==> src/rtl/elevator_scheduler.sv <==
// elevator_scheduler
//   Request scheduler and motion sequencer for a 3-floor elevator.
//   - Call buttons are latched into a pending-request register.
//   - A directional (SCAN-style) state machine moves the car one floor per
//     TRAVEL_CYCLES and holds the doors open DOOR_CYCLES at each stop.
//   - This block is the single owner of the current_floor register.
//
// Ports
//   clk            system clock, rising edge
//   rst_n          asynchronous active-low reset
//   call_btn[2:0]  call request per floor (bit0 = 1st floor), level, sampled every cycle
//   pending[2:0]   latched outstanding requests (request LEDs)
//   current_floor  00 = 1st, 01 = 2nd, 10 = 3rd (11 never driven)
//   up_led         car moving up
//   down_led       car moving down
//   door_open      doors open
module elevator_scheduler #(
  parameter logic [15:0] TRAVEL_CYCLES = 16'd8,
  parameter logic [15:0] DOOR_CYCLES   = 16'd6
) (
  input  logic       clk,
  input  logic       rst_n,
  input  logic [2:0] call_btn,
  output logic [2:0] pending,
  output logic [1:0] current_floor,
  output logic       up_led,
  output logic       down_led,
  output logic       door_open
);

  typedef enum logic [1:0] {
    IDLE      = 2'd0,
    MOVE_UP   = 2'd1,
    MOVE_DOWN = 2'd2,
    DOOR_OPEN = 2'd3
  } state_t;

  state_t      state;
  state_t      state_nxt;
  logic [15:0] timer;
  logic [15:0] timer_nxt;
  logic [1:0]  floor_nxt;
  logic [1:0]  arrive;
  logic        last_up;
  logic        last_up_nxt;
  logic [2:0]  clr;
  logic [2:0]  pending_nxt;

  // Any request strictly above floor f.
  function automatic logic req_above(input logic [1:0] f, input logic [2:0] p);
    case (f)
      2'd0:    return p[1] | p[2];
      2'd1:    return p[2];
      default: return 1'b0;
    endcase
  endfunction

  // Any request strictly below floor f.
  function automatic logic req_below(input logic [1:0] f, input logic [2:0] p);
    case (f)
      2'd1:    return p[0];
      2'd2:    return p[0] | p[1];
      default: return 1'b0;
    endcase
  endfunction

  // One-hot mask for floor f; the unused code 11 maps to no floor.
  function automatic logic [2:0] floor_mask(input logic [1:0] f);
    case (f)
      2'd0:    return 3'b001;
      2'd1:    return 3'b010;
      2'd2:    return 3'b100;
      default: return 3'b000;
    endcase
  endfunction

  function automatic logic req_at(input logic [1:0] f, input logic [2:0] p);
    return |(floor_mask(f) & p);
  endfunction

  always_comb begin
    state_nxt   = state;
    timer_nxt   = timer;
    floor_nxt   = current_floor;
    last_up_nxt = last_up;
    clr         = 3'b000;
    arrive      = current_floor;

    case (state)
      IDLE: begin
        timer_nxt = 16'd0;
        if (req_at(current_floor, pending)) begin
          state_nxt = DOOR_OPEN;
          timer_nxt = DOOR_CYCLES - 16'd1;
          clr       = floor_mask(current_floor);
        end else if (last_up && req_above(current_floor, pending)) begin
          state_nxt   = MOVE_UP;
          timer_nxt   = TRAVEL_CYCLES - 16'd1;
          last_up_nxt = 1'b1;
        end else if (req_below(current_floor, pending)) begin
          state_nxt   = MOVE_DOWN;
          timer_nxt   = TRAVEL_CYCLES - 16'd1;
          last_up_nxt = 1'b0;
        end else if (req_above(current_floor, pending)) begin
          state_nxt   = MOVE_UP;
          timer_nxt   = TRAVEL_CYCLES - 16'd1;
          last_up_nxt = 1'b1;
        end
      end

      MOVE_UP: begin
        if (timer == 16'd0) begin
          // Saturate at the top floor so current_floor can never wrap.
          arrive    = (current_floor >= 2'd2) ? 2'd2 : current_floor + 2'd1;
          floor_nxt = arrive;
          if (req_at(arrive, pending)) begin
            state_nxt = DOOR_OPEN;
            timer_nxt = DOOR_CYCLES - 16'd1;
            clr       = floor_mask(arrive);
          end else if (req_above(arrive, pending)) begin
            timer_nxt = TRAVEL_CYCLES - 16'd1;
          end else begin
            state_nxt = IDLE;
            timer_nxt = 16'd0;
          end
        end else begin
          timer_nxt = timer - 16'd1;
        end
      end

      MOVE_DOWN: begin
        if (timer == 16'd0) begin
          arrive    = (current_floor == 2'd0) ? 2'd0 : current_floor - 2'd1;
          floor_nxt = arrive;
          if (req_at(arrive, pending)) begin
            state_nxt = DOOR_OPEN;
            timer_nxt = DOOR_CYCLES - 16'd1;
            clr       = floor_mask(arrive);
          end else if (req_below(arrive, pending)) begin
            timer_nxt = TRAVEL_CYCLES - 16'd1;
          end else begin
            state_nxt = IDLE;
            timer_nxt = 16'd0;
          end
        end else begin
          timer_nxt = timer - 16'd1;
        end
      end

      DOOR_OPEN: begin
        // Presses at the open floor are absorbed without extending the door time.
        clr = floor_mask(current_floor);
        if (timer == 16'd0) begin
          state_nxt = IDLE;
          timer_nxt = 16'd0;
        end else begin
          timer_nxt = timer - 16'd1;
        end
      end

      default: begin
        state_nxt = IDLE;
        timer_nxt = 16'd0;
      end
    endcase
  end

  // Clear wins over a simultaneous set.
  assign pending_nxt = (pending | call_btn) & ~clr;

  always_ff @(posedge clk or negedge rst_n) begin
    if (!rst_n) begin
      state         <= IDLE;
      timer         <= 16'd0;
      current_floor <= 2'd0;
      last_up       <= 1'b1;
      pending       <= 3'b000;
    end else begin
      state         <= state_nxt;
      timer         <= timer_nxt;
      current_floor <= floor_nxt;
      last_up       <= last_up_nxt;
      pending       <= pending_nxt;
    end
  end

  assign up_led    = (state == MOVE_UP);
  assign down_led  = (state == MOVE_DOWN);
  assign door_open = (state == DOOR_OPEN);

endmodule

==> config.mk <==
export PLATFORM = sky130hd
export DESIGN_NAME = elevator_scheduler
export DESIGN_NICKNAME = d
export VERILOG_FILES = /design/src/rtl/elevator_scheduler.sv
export SDC_FILE = /design/constraint.sdc
export NUM_CORES = 1
export LEC_CHECK = 0
export CORE_MARGIN = 8
export CORE_UTILIZATION = 61
export DETAILED_ROUTE_END_ITERATION = 7
export GPL_ROUTABILITY_DRIVEN = 0
export PLACE_DENSITY_LB_ADDON = 0.05
export SLEW_MARGIN = 10
export SYNTH_ARGS = -nofsm -noshare
export SYNTH_HDL_FRONTEND = slang
export SYNTH_SLANG_ARGS = --single-unit
==> constraint.sdc <==
create_clock -name clk -period 5 [get_ports clk]
set_input_delay 0.75 -clock clk [delete_from_list [all_inputs] [get_ports clk]]
set_output_delay 0.75 -clock clk [all_outputs]
set_load 0.1 [all_outputs]
== Yosys cells after proc, flatten, opt, wreduce, memory -nomap -nowiden ==
Index checks and enable logic that the tools add are counted.
Operators by class
  add/subtract/negate cells: 3
  order comparisons: 1
  equal/unequal tests: 15
  mux-type cells: 65
  bitwise operators: 9
  reduce and logical (&&, ||, !) cells: 14
Operator list (number)
  $pmux W16 S4: 1
  $mux W3: 18
  $mux W16: 3
  $mux W2: 15
  $pmux W3 S3: 3
  $mux W1: 18
  $logic_not A16 Y1: 1
  $sub A16 B1 Y16 const B: 1
  $and A3 B3 Y3: 4
  $pmux W3 S4: 1
  $eq A2 B2 Y1 const B: 5
  $reduce_or A3 Y1: 3
  $eq A2 B1 Y1 const B: 4
  $logic_not A2 Y1: 4
  $pmux W1 S2: 4
  $pmux W2 S4: 1
  $ne A2 B1 Y1 const B: 3
  $ne A3 B3 Y1 const B: 2
  $reduce_and A3 Y1: 2
  $reduce_and A6 Y1: 1
  $ne A5 B3 Y1 const B: 1
  $pmux W2 S2: 1
  $not A3 Y3: 1
  $or A3 B3 Y3: 1
  other kinds (8): 9
Word-level totals
  flip-flop bits (word level): 24

== Logic depth before layout (Yosys ltp) ==
Gate-level depths: netlist (run 1).
  word-level depth: 20
  mapped depth: 10
  mapped depth without buffers: 8

== Worst setup path after synthesis (run 1) ==
No wires, ideal clock.
  path type: register to register
  start: register current_floor[0]
  end: register pending[2]
  setup time: 104 ps
  arrival time: 2644 ps
  slack: 2252 ps
  stages on the path, launching flop included: 7
  path buffers: 0
  cell sequence: dfrtp_1 inv_1 ha_1 a221o_1 and4_1 a221o_1 a221oi_1
Between the ends
  word-level cells in the longest chain between the ends: 13
Ends and longest elaborated chain
  start: declaration: RTL line 25  | output logic [1:0] current_floor,
  start signal: assignment: RTL line 181  | current_floor <= floor_nxt;
  $sub A2 B1 Y2 (tied with other cells): RTL line 133  | arrive = (current_floor == 2'd0) ? 2'd0 : current_floor - 2'd1;
  $mux W2, on equally long branches: RTL line 133, 114
  $eq A2 B2 Y1 (tied with other cells): RTL line 69  | case (f)
  $pmux W3 S3: RTL line 69
  $mux W3, on equally long branches: RTL line 132, 112
  $mux W3: RTL line 89  | case (state)
  $and A3 B3 Y3: RTL line 78  | return |(floor_mask(f) & p);
  $reduce_or A3 Y1: RTL line 78
  $mux W3, on equally long branches: RTL line 135, 116
  $mux W3, on equally long branches: RTL line 132, 112
  $pmux W3 S4 *: RTL line 89
  $not A3 Y3 *: RTL line 169  | assign pending_nxt = (pending | call_btn) & ~clr;
  $and A3 B3 Y3 *: RTL line 169
  via pending_nxt[2]: RTL line 47  | logic [2:0] pending_nxt;
  end signal: assignment: RTL line 183  | pending <= pending_nxt;
  end: declaration: RTL line 24  | output logic [2:0] pending,
Mark *: on every way through the listed nets, which the timed path passes. The rest lies on a longest branch. The select of a mux whose other input is x is not followed.
A chain may end at the register's enable or synchronous reset.

== Final worst setup path (run 1) ==
  start: register state[0]
  end: output down_led
Between the ends
  word-level cells in the longest chain between the ends: 1
Ends and longest elaborated chain
  start: declaration: RTL line 38  | state_t state;
  start signal: assignment: RTL line 179  | state <= state_nxt;
  $eq A2 B2 Y1: RTL line 188  | assign down_led = (state == MOVE_DOWN);
  end: declaration: RTL line 27  | output logic down_led,
Every way passes these cells.

==> results of run 1 <==
cell usage in the layout, fill, tap and decap left out, drive strengths merged, types with 3 or more instances in the layout:
cell type      instances
nor3b                  3
nand2                 16
clkdlybuf4s50         11
nor3                   6
nor2                  27
o21ai                  8
nor4                   4
ha                    12
a21oi                  8
inv                    7
xnor2                  7
clkbuf                 4
xor2                   5
dfrtp                 23
nand3                  4
worst reg2reg max path, delay by kind of cell (launching register included):
family | cells | cell delay, ps
AOI/OAI and AO/OA | 4 | 960
adders and majority gates | 1 | 180
buffers and inverters | 1 | 90
DFF | 1 | 420
and+or+nand+nor | 2 | 730
state kept, by name, summed over array words and instances, names as in the netlist:
name           count
timer             16
pending            3
current_floor      2
state              2
last_up            1
routing by layer:
layer / vias up / part of all wire, % / routed length, um
li1: 629 / - / -
met1: 627 / 44 / 1431
met2: 34 / 51 / 1658
met3: 7 / 3.7 / 121
met4: 0 / 1.6 / 51
met5: - / 0 / 0
logic make-up after synthesis:
| group | count (synthesis) | share of synthesized area, % |
|---|---|---|
| AND/OR/NAND/NOR | 71 | 24.30 |
| AO/OA/AOI/OAI | 38 | 17.35 |
| flip-flops | 24 | 38.45 |
| XOR/XNOR | 12 | 6.715 |
| adder cells (fa/ha/maj) | 12 | 9.592 |
| buffers and inverters | 11 | 2.958 |
| multiplexers | 1 | 0.6395 |
metrics by stage:
stage	instance area, sq um	hold WS [ps]	setup slack (ps)	std cells	util (%)
after global placement	1703	495.7	2210	207	69.37
after detailed placement	1703	539.9	2185	207	69.37
final	1734	387.8	1791	211	70.64
after global routing	1734	418.5	1707	211	70.64
after floorplan	1565	454.4	2252	169	-
after CTS	1739	550.0	1804	211	70.85
path summary, 6_finish.rpt:
path	from	endpoint	slack [ps]	depth (start not counted)
min in group clk	last_up	last_up	550	2
max in group asynchronous	rst_n	last_up	4250	1
min reg2reg	last_up	last_up	550	2
max reg2reg	timer[0]	state[1]	2520	8
max	state[0]	down_led	1790	3
min	rst_n	timer[14]	390	1
area by class of cell:
cell class	instances	share of cell area, %
flip-flops and latches	24	34.70
multi-input cells	134	52.89
clock buffers	4	2.092
inverters	7	1.515
repair buffers	12	6.638
well taps	30	2.165
==> results.ini, run 1 <==
[outcome]
outcome = finished, final reports clean

[yosys]
netlist_top_cells_area = dfrtp_1 (37%), ha_1 (9.6%), nor2_1 (6.5%)
yosysTopAreaCell = dfrtp_1
synth.most_common_cell = nor2_1
syn_nets = 186
synth_ff_type = dfrtp_1
syn_area_sq_um = 1565
yosys.area.top_type_share_pct = 36.77
synth_edf_count = 0
synth_common_cells = nor2_1 (27), dfrtp_1 (23), nand2_1 (15)
synth_cells = 169
async_flop_share_pct = 100.0
ys_types = 47
yosys_warnings = 0
ys_ff_latch = 24
synth_seq_area_share_pct = 38.45
syn_area_per_cell_sq_um = 9.262

[timing]
slew_headroom_pct = 34.89
fmax_mhz = 311.6
period_needed_ps = 3209
tightest_slew_ps = 973.6
grt_setup_unrepaired = false
maxSlewViolCount = 0
fin_skew_ps = 1.764
hold_violations = 0
timing.final.crit_share_pct = 64.18
setup_viol = 0
tns_ps = 0

[clocking]
clk_latency_ps = 320
post_cts_resized = 0
cts_tree = built
cts_setup_buffers = 0
cts_buffer_depth = 2
root_buffer = clkbuf_4
clk_pin_slew_worst_paths_ps = 130
hold_buffers = 0
numCtsBuffers = 3
numClockSinks = 24
cts_htree_levels = 1

[job]
drv_cap = 0

[global_route]
grtUsageMet2_pct = 27.96
use_met1_pct = 19.56
grt_max_degree = 25
met3_usage_pct = 2.852
top_usage_layer = met2
grt_usage_pct = 16.37
antenna_found_initial = 0
grt_pass1_vias = 1330
overflow = 0
grt_pass1_wl_mm = 5.809

[critical_path]
cp.required_ps = 4250
crit_buf_inv = 2
worstPathArrival_ps = 2460
crit_type = flop to primary output
crit_family = buffers and inverters
cpMaxStageDelayCell = clkdlybuf4s50_1
path_cells = inv_1, ha_1, clkdlybuf4s50_1
start_kind = flop
path_max_fanout = 10
slowest_delay_ps = 1220
endpoint_kind = primary output

[finish]
antennaDiodeCount = 0
regArea_sq_um = 601.8
area_growth_syn_to_layout_pct = 10.79
drive_above_1_share_pct = 7.182
fillers = 189
multi_input_area_sq_um = 917.1
final_nets = 199

[min_path]
hold_path.class = input pin to async pin

[drt]
drc = 0
antenna_left = 0
wl_per_cell_um = 15.47
via_count = 1297
wl_mm = 3.264
viasPerCell = 6.147
drtIter0Drc = 83
drt-pass1-iter-count = 6

[die]
die_y_um = 66.66
die_x_um = 66.66
dieArea_sq_um = 4443
initial_core_util_pct = 63.76
fp.coreArea_sq_um = 2455
ios = 13
num_rows = 18

[placement]
io_buffer_count = 12
dp_hpwl_mm = 2.415

Power of run 1 is not shown: default switching activity piles up to over one toggle a cycle in this logic, so the estimate is an artifact.
==> run 2: changes to the inputs <==
--- a/config.mk
+++ b/config.mk
@@ -5,8 +5,9 @@
 export SDC_FILE = /design/constraint.sdc
 export NUM_CORES = 1
 export LEC_CHECK = 0
+export CORE_ASPECT_RATIO = 2
 export CORE_MARGIN = 8
-export CORE_UTILIZATION = 61
+export CORE_UTILIZATION = 57
 export DETAILED_ROUTE_END_ITERATION = 7
 export GPL_ROUTABILITY_DRIVEN = 0
 export PLACE_DENSITY_LB_ADDON = 0.05
==> constraint.sdc (replaced) <==
create_clock -name clk -period 3.25 [get_ports clk]
set_input_delay 0.4875 -clock clk [delete_from_list [all_inputs] [get_ports clk]]
set_output_delay 0.4875 -clock clk [all_outputs]
set_load 0.1 [all_outputs]
==> run 2 against run 1 <==
  * Final cell count increased by 0.47%
  * Global-route usage fell by 1.3 points
  * Register-to-register slack worse by 1700 ps
  * Via count is 0.31% lower
  * Die area up 7.6%
  * Clock skew rose by 6.0 ps
  * Count of clock-buffer cells in the layout is 1 lower
  * Setup slack worse by 990 ps
  * Critical path depth grew 5
  * Worst hold slack improved by 170 ps
  * Critical path type is now flop to flop
  * Critical endpoint is now state[1]
  * Highest routed layer unchanged
==> results.ini, run 2 (synthesis gave the netlist of run 1 again) <==
[finish]
postLayoutCoreUtil_pct = 66.24  ; was 70.64%
largest_registers = timer: 16 flops, pending: 3 flops  ; unchanged
largest_register_ffs = 16  ; unchanged
final_nets = 201  ; was 199
area_growth_syn_to_layout_pct = 12.95  ; was 10.79%
antennaDiodeCount = 0  ; unchanged
regArea_sq_um = 601.8  ; unchanged
layout.cells.most_common = nor2_1  ; unchanged
drive_above_1_share_pct = 12.02  ; was 7.182%
multi_input_area_sq_um = 917.1  ; unchanged
mostFrequentLayoutCells = nor2_1 (27), dfrtp_1 (23), nand2_1 (15)  ; unchanged
stdcell_area_sq_um = 1768  ; was 1734 sq um
fillers = 237  ; was 189
regMostFlops = timer  ; unchanged

[outcome]
outcome = finished, final reports clean  ; unchanged

[drt]
via_count = 1293  ; was 1297
drtIter0Drc = 42  ; was 83
wl_per_cell_um = 15.86  ; was 15.47 um
drc = 0  ; unchanged
antenna_left = 0  ; unchanged
viasPerCell = 6.099  ; was 6.147
drt-pass1-iter-count = 4  ; was 6
wl_mm = 3.363  ; was 3.264 mm

[critical_path]
crit_buf_inv = 1  ; was 2
endpoint_kind = flop  ; was primary output
crit_family = compound AO/OA/AOI/OAI gates  ; was buffers and inverters
crit_type = flop to flop  ; was flop to primary output
slowest_delay_ps = 480  ; was 1220 ps
cpMaxStageDelayCell = a222oi_1  ; was clkdlybuf4s50_1
cp.required_ps = 3410  ; was 4250 ps
timing.reg2reg.setup_slack_ps = 800  ; was 2520 ps
cp.depth = 8  ; was 3
path_max_fanout = 6  ; was 10
reg2regPathDepth = 8  ; unchanged
path_cells = inv_1, ha_1, nor3b_2, and4b_1, o311ai_1, a222oi_1, o31ai_1, o2bb2ai_1  ; was inv_1, ha_1, clkdlybuf4s50_1
start_kind = flop  ; unchanged
worstPathArrival_ps = 2610  ; was 2460 ps

[timing]
fin_skew_ps = 7.718  ; was 1.764 ps
period_needed_ps = 2446
grt_setup_unrepaired = false  ; unchanged
fmax_mhz = 408.8
hold_violations = 0  ; unchanged
tightest_slew_ps = 664.3  ; was 973.6 ps
maxSlewViolCount = 0  ; unchanged
tns_ps = 0  ; unchanged
slew_headroom_pct = 55.30  ; was 34.89%
setup_viol = 0  ; unchanged
timing.final.crit_share_pct = 75.27

[clocking]
hold_buffers = 0  ; unchanged
post_cts_resized = 0  ; unchanged
cts_htree_levels = 1  ; unchanged
numCtsBuffers = 3  ; unchanged
clk_latency_ps = 270  ; was 320 ps
cts_tree = built  ; unchanged
clk_pin_slew_worst_paths_ps = 90  ; was 130 ps
root_buffer = clkbuf_8  ; was clkbuf_4
numClockSinks = 24  ; unchanged
cts_buffer_depth = 2  ; unchanged
cts_setup_buffers = 0  ; unchanged

[die]
fp.coreArea_sq_um = 2669  ; was 2455 sq um
ios = 13  ; unchanged
die_y_um = 90.11  ; was 66.66 um
num_rows = 27  ; was 18
die_x_um = 53.06  ; was 66.66 um
dieArea_sq_um = 4781  ; was 4443 sq um
initial_core_util_pct = 58.65  ; was 63.76%

[global_route]
grt_max_degree = 25  ; unchanged
grt_usage_pct = 15.08  ; was 16.37%
antenna_found_initial = 0  ; unchanged
overflow = 0  ; unchanged
grt_pass1_vias = 1303  ; was 1330
grt_pass1_wl_mm = 5.754  ; was 5.809 mm

[min_path]
hold_depth = 2
hold_path.class = flop to flop  ; was input pin to async pin

[placement]
dpl_cell_area_sq_um = 1697  ; was 1703 sq um
dp_hpwl_mm = 2.439  ; was 2.415 mm
io_buffer_count = 12  ; unchanged

[job]
drv_cap = 0  ; unchanged

run 2: final timing paths:
kind,from,end
min,last_up,last_up
max reg2reg,timer[0],state[1]
max in group asynchronous,rst_n,last_up
max,timer[0],state[1]
min in group asynchronous,rst_n,pending[0]
min reg2reg,last_up,last_up
run 2: layout make-up:
cell class	count	share of cell area, %
Clock buffer	3	2.335
Sequential cell	24	34.04
Inverter	7	1.486
Timing Repair Buffer	14	6.511
Clock inverter	1	1.699
Multi-Input combinational cell	134	51.88
Tap cell	29	2.052
run 2: tightest hold or removal path: cells and delay by family, from the launching register on:
family | cells | cell delay (ps)
AOI/OAI and AO/OA | 2 | 160
DFF | 1 | 390
run 2: through the flow:
step                      cells  setup slack [ps]  hold WS (ps)
final                       212             803.6         558.3
after global routing        212             584.4         567.5
after CTS                   212             798.4         559.4
after detailed placement    208             895.3         547.5
after global placement      208             984.4         508.9
after floorplan             169             502.4         191.9
run 2: per-layer routing:
metal	vias up	wire (um)	global-route usage, %	share of wire, %
met3	4	119	3.135	3.5
met5	-	0	0	0
met1	627	1490	18.97	44
met4	0	57	6.356	1.7
li1	630	-	-	-
met2	32	1695	23.52	50
Power of run 2 is left out for the same reason.
==> run 3: changes to the inputs <==
==> constraint.sdc (replaced) <==
create_clock -name clk -period 2.36 [get_ports clk]
set_input_delay 0.354 -clock clk [delete_from_list [all_inputs] [get_ports clk]]
set_output_delay 0.354 -clock clk [all_outputs]
set_load 0.1 [all_outputs]
==> run 3 against run 2 <==
  * Sequential cell count did not move
  * Worst hold slack got worse by 130 ps
  * Clock skew is 4.5 ps lower
  * Core utilization is 2.4 points higher
  * Die area unchanged
  * Global-route usage grew 0.66 points
  * Setup slack got worse by 630 ps
  * Routed wire length increased by 6.6%
  * Register-to-register slack worse by 630 ps
  * Critical path type unchanged
==> results.ini, run 3 (synthesis gave the netlist of run 1 again) <==
[critical_path]
path_max_fanout = 6  ; unchanged
r2r_end = timer[1]  ; was state[1]
r2r-start = current_floor[0]  ; was timer[0]
crit_type = flop to flop  ; unchanged
timing.reg2reg.setup_slack_ps = 170  ; was 800 ps
start_kind = flop  ; unchanged
reg2regPathDepth = 9  ; was 8
worstPathArrival_ps = 2380  ; was 2610 ps
slowest_delay_ps = 520  ; was 480 ps
endpoint_kind = flop  ; unchanged
endpoint = timer[1]  ; was state[1]
cpMaxStageDelayCell = dfrtp_4  ; was a222oi_1
cp.required_ps = 2550  ; was 3410 ps
crit_start = current_floor[0]  ; was timer[0]
path_cells = inv_2, ha_1, nor3b_1, a221o_1, o311ai_1, a222oi_1, buf_4, a211o_1, o21ai_1  ; was inv_1, ha_1, nor3b_2, and4b_1, o311ai_1, a222oi_1, o31ai_1, o2bb2ai_1

[timing]
hold_violations = 0  ; unchanged
timing.final.crit_share_pct = 92.67  ; was 75.27%
grt_setup_unrepaired = false  ; unchanged
tns_ps = 0  ; unchanged
period_needed_ps = 2187  ; was 2446 ps
hold_slack_ps = 428.4  ; was 558.3 ps
fmax_mhz = 457.2  ; was 408.8 MHz
slew_headroom_pct = 63.94  ; was 55.30%
tightest_slew_ps = 539.2  ; was 664.3 ps
fin_skew_ps = 3.267  ; was 7.718 ps
maxSlewViolCount = 0  ; unchanged
setup_viol = 0  ; unchanged

[placement]
dp_hpwl_mm = 2.690  ; was 2.439 mm
io_buffer_count = 12  ; unchanged

[clocking]
clk_latency_ps = 270  ; about the same
cts_buffer_depth = 2  ; unchanged
numClockSinks = 24  ; unchanged
cts_tree = built  ; unchanged
root_buffer = clkbuf_8  ; unchanged
cts_htree_levels = 1  ; unchanged
clk_pin_slew_worst_paths_ps = 90  ; about the same
numCtsBuffers = 3  ; unchanged
hold_buffers = 0  ; unchanged

[finish]
layout.cells.most_common = nor2_1  ; unchanged
area_growth_syn_to_layout_pct = 17.03  ; was 12.95%
regMostFlops = timer  ; unchanged
antennaDiodeCount = 0  ; unchanged
mostFrequentLayoutCells = nor2_1 (27), dfrtp_1 (21), nand2_1 (15), buf_4 (15), ha_1 (12)  ; was nor2_1 (27), dfrtp_1 (23), nand2_1 (15)
final_nets = 207  ; was 201
multi_input_area_sq_um = 918.4  ; was 917.1 sq um
fillers = 222  ; was 237
drive_above_1_share_pct = 16.93  ; was 12.02%
postLayoutCoreUtil_pct = 68.64  ; was 66.24%
largest_register_ffs = 16  ; unchanged
regArea_sq_um = 606.8  ; was 601.8 sq um
largest_registers = timer: 16 flops, pending: 3 flops  ; unchanged

[outcome]
outcome = finished, final reports clean  ; unchanged

[min_path]
hold_path.class = input pin to async pin  ; was flop to flop

[drt]
drc = 0  ; unchanged
via_count = 1360  ; was 1293
antenna_left = 0  ; unchanged
drt-pass1-iter-count = 5  ; was 4
drtIter0Drc = 69  ; was 42
wl_mm = 3.586  ; was 3.363 mm
viasPerCell = 6.239  ; was 6.099
wl_per_cell_um = 16.45  ; was 15.86 um

[die]
num_rows = 27  ; unchanged
initial_core_util_pct = 58.65  ; unchanged
ios = 13  ; unchanged
die_y_um = 90.11  ; unchanged
dieArea_sq_um = 4781  ; unchanged
fp.coreArea_sq_um = 2669  ; unchanged
die_x_um = 53.06  ; unchanged

[global_route]
overflow = 0  ; unchanged
grt_pass1_wl_mm = 6.078  ; was 5.754 mm
antenna_found_initial = 0  ; unchanged
grt_max_degree = 15  ; was 25
grt_pass1_vias = 1375  ; was 1303
grt_usage_pct = 15.74  ; was 15.08%

[job]
drv_cap = 0  ; unchanged

-- run 3: per-stage QoR --
stage | cells | setup slack [ps] | cell area (sq um)
2_1_floorplan | 169 | 28.69 | 1570
3_3_place_gp | 213 | 167.9 | 1752
3_5_place_dp | 213 | 84.16 | 1752
4_1_cts | 217 | 44.74 | 1823
5_1_grt | 218 | 17.95 | 1832
6_report | 218 | 172.9 | 1832
-- run 3: cell type report --
class | count | share of cell area, %
Multi-Input combinational cell | 134 | 50.14
Sequential cell | 24 | 33.13
Timing Repair Buffer | 20 | 9.426
Clock buffer | 3 | 2.254
Tap cell | 29 | 1.981
Clock inverter | 1 | 1.639
Inverter | 7 | 1.434
-- run 3: worst min-delay path by stage --
stage                 start                to  slack (ps)  depth (start not counted)
finish                rst_n          timer[5]         430                          1
global route          rst_n          timer[0]         460                          1
CTS                   rst_n          timer[5]         450                          1
detailed placement  last_up           last_up         550                          2
global placement    last_up           last_up         500                          2
floorplan             rst_n  current_floor[1]          60                          0
-- run 3: critical path, delay by kind of cell, from the launching register on --
kind                       cells  cell delay [ps]
AOI/OAI and AO/OA              5             1070
buffers and inverters          2              280
DFF                            1              520
adders and majority gates      1              170
and+or+nand+nor                1               50
-- run 3: metal layers --
layer  vias to the layer above  track usage (%)  share of wire (%)  wire length (um)
li1                        645                -                  -                 -
met1                       655            19.49                 42              1521
met2                        52            24.80                 51              1834
met3                         8            2.970                4.8               172
met4                         0            7.203                1.6                57
met5                         -                0                  0                 0
-- run 3: what timing repair did --
item | CTS | global route
setup buffers | 0 | 1
gates resized for setup | 0 | 2
setup endpoints to repair | 0 | 3
Power of run 3 is left out for the same reason.
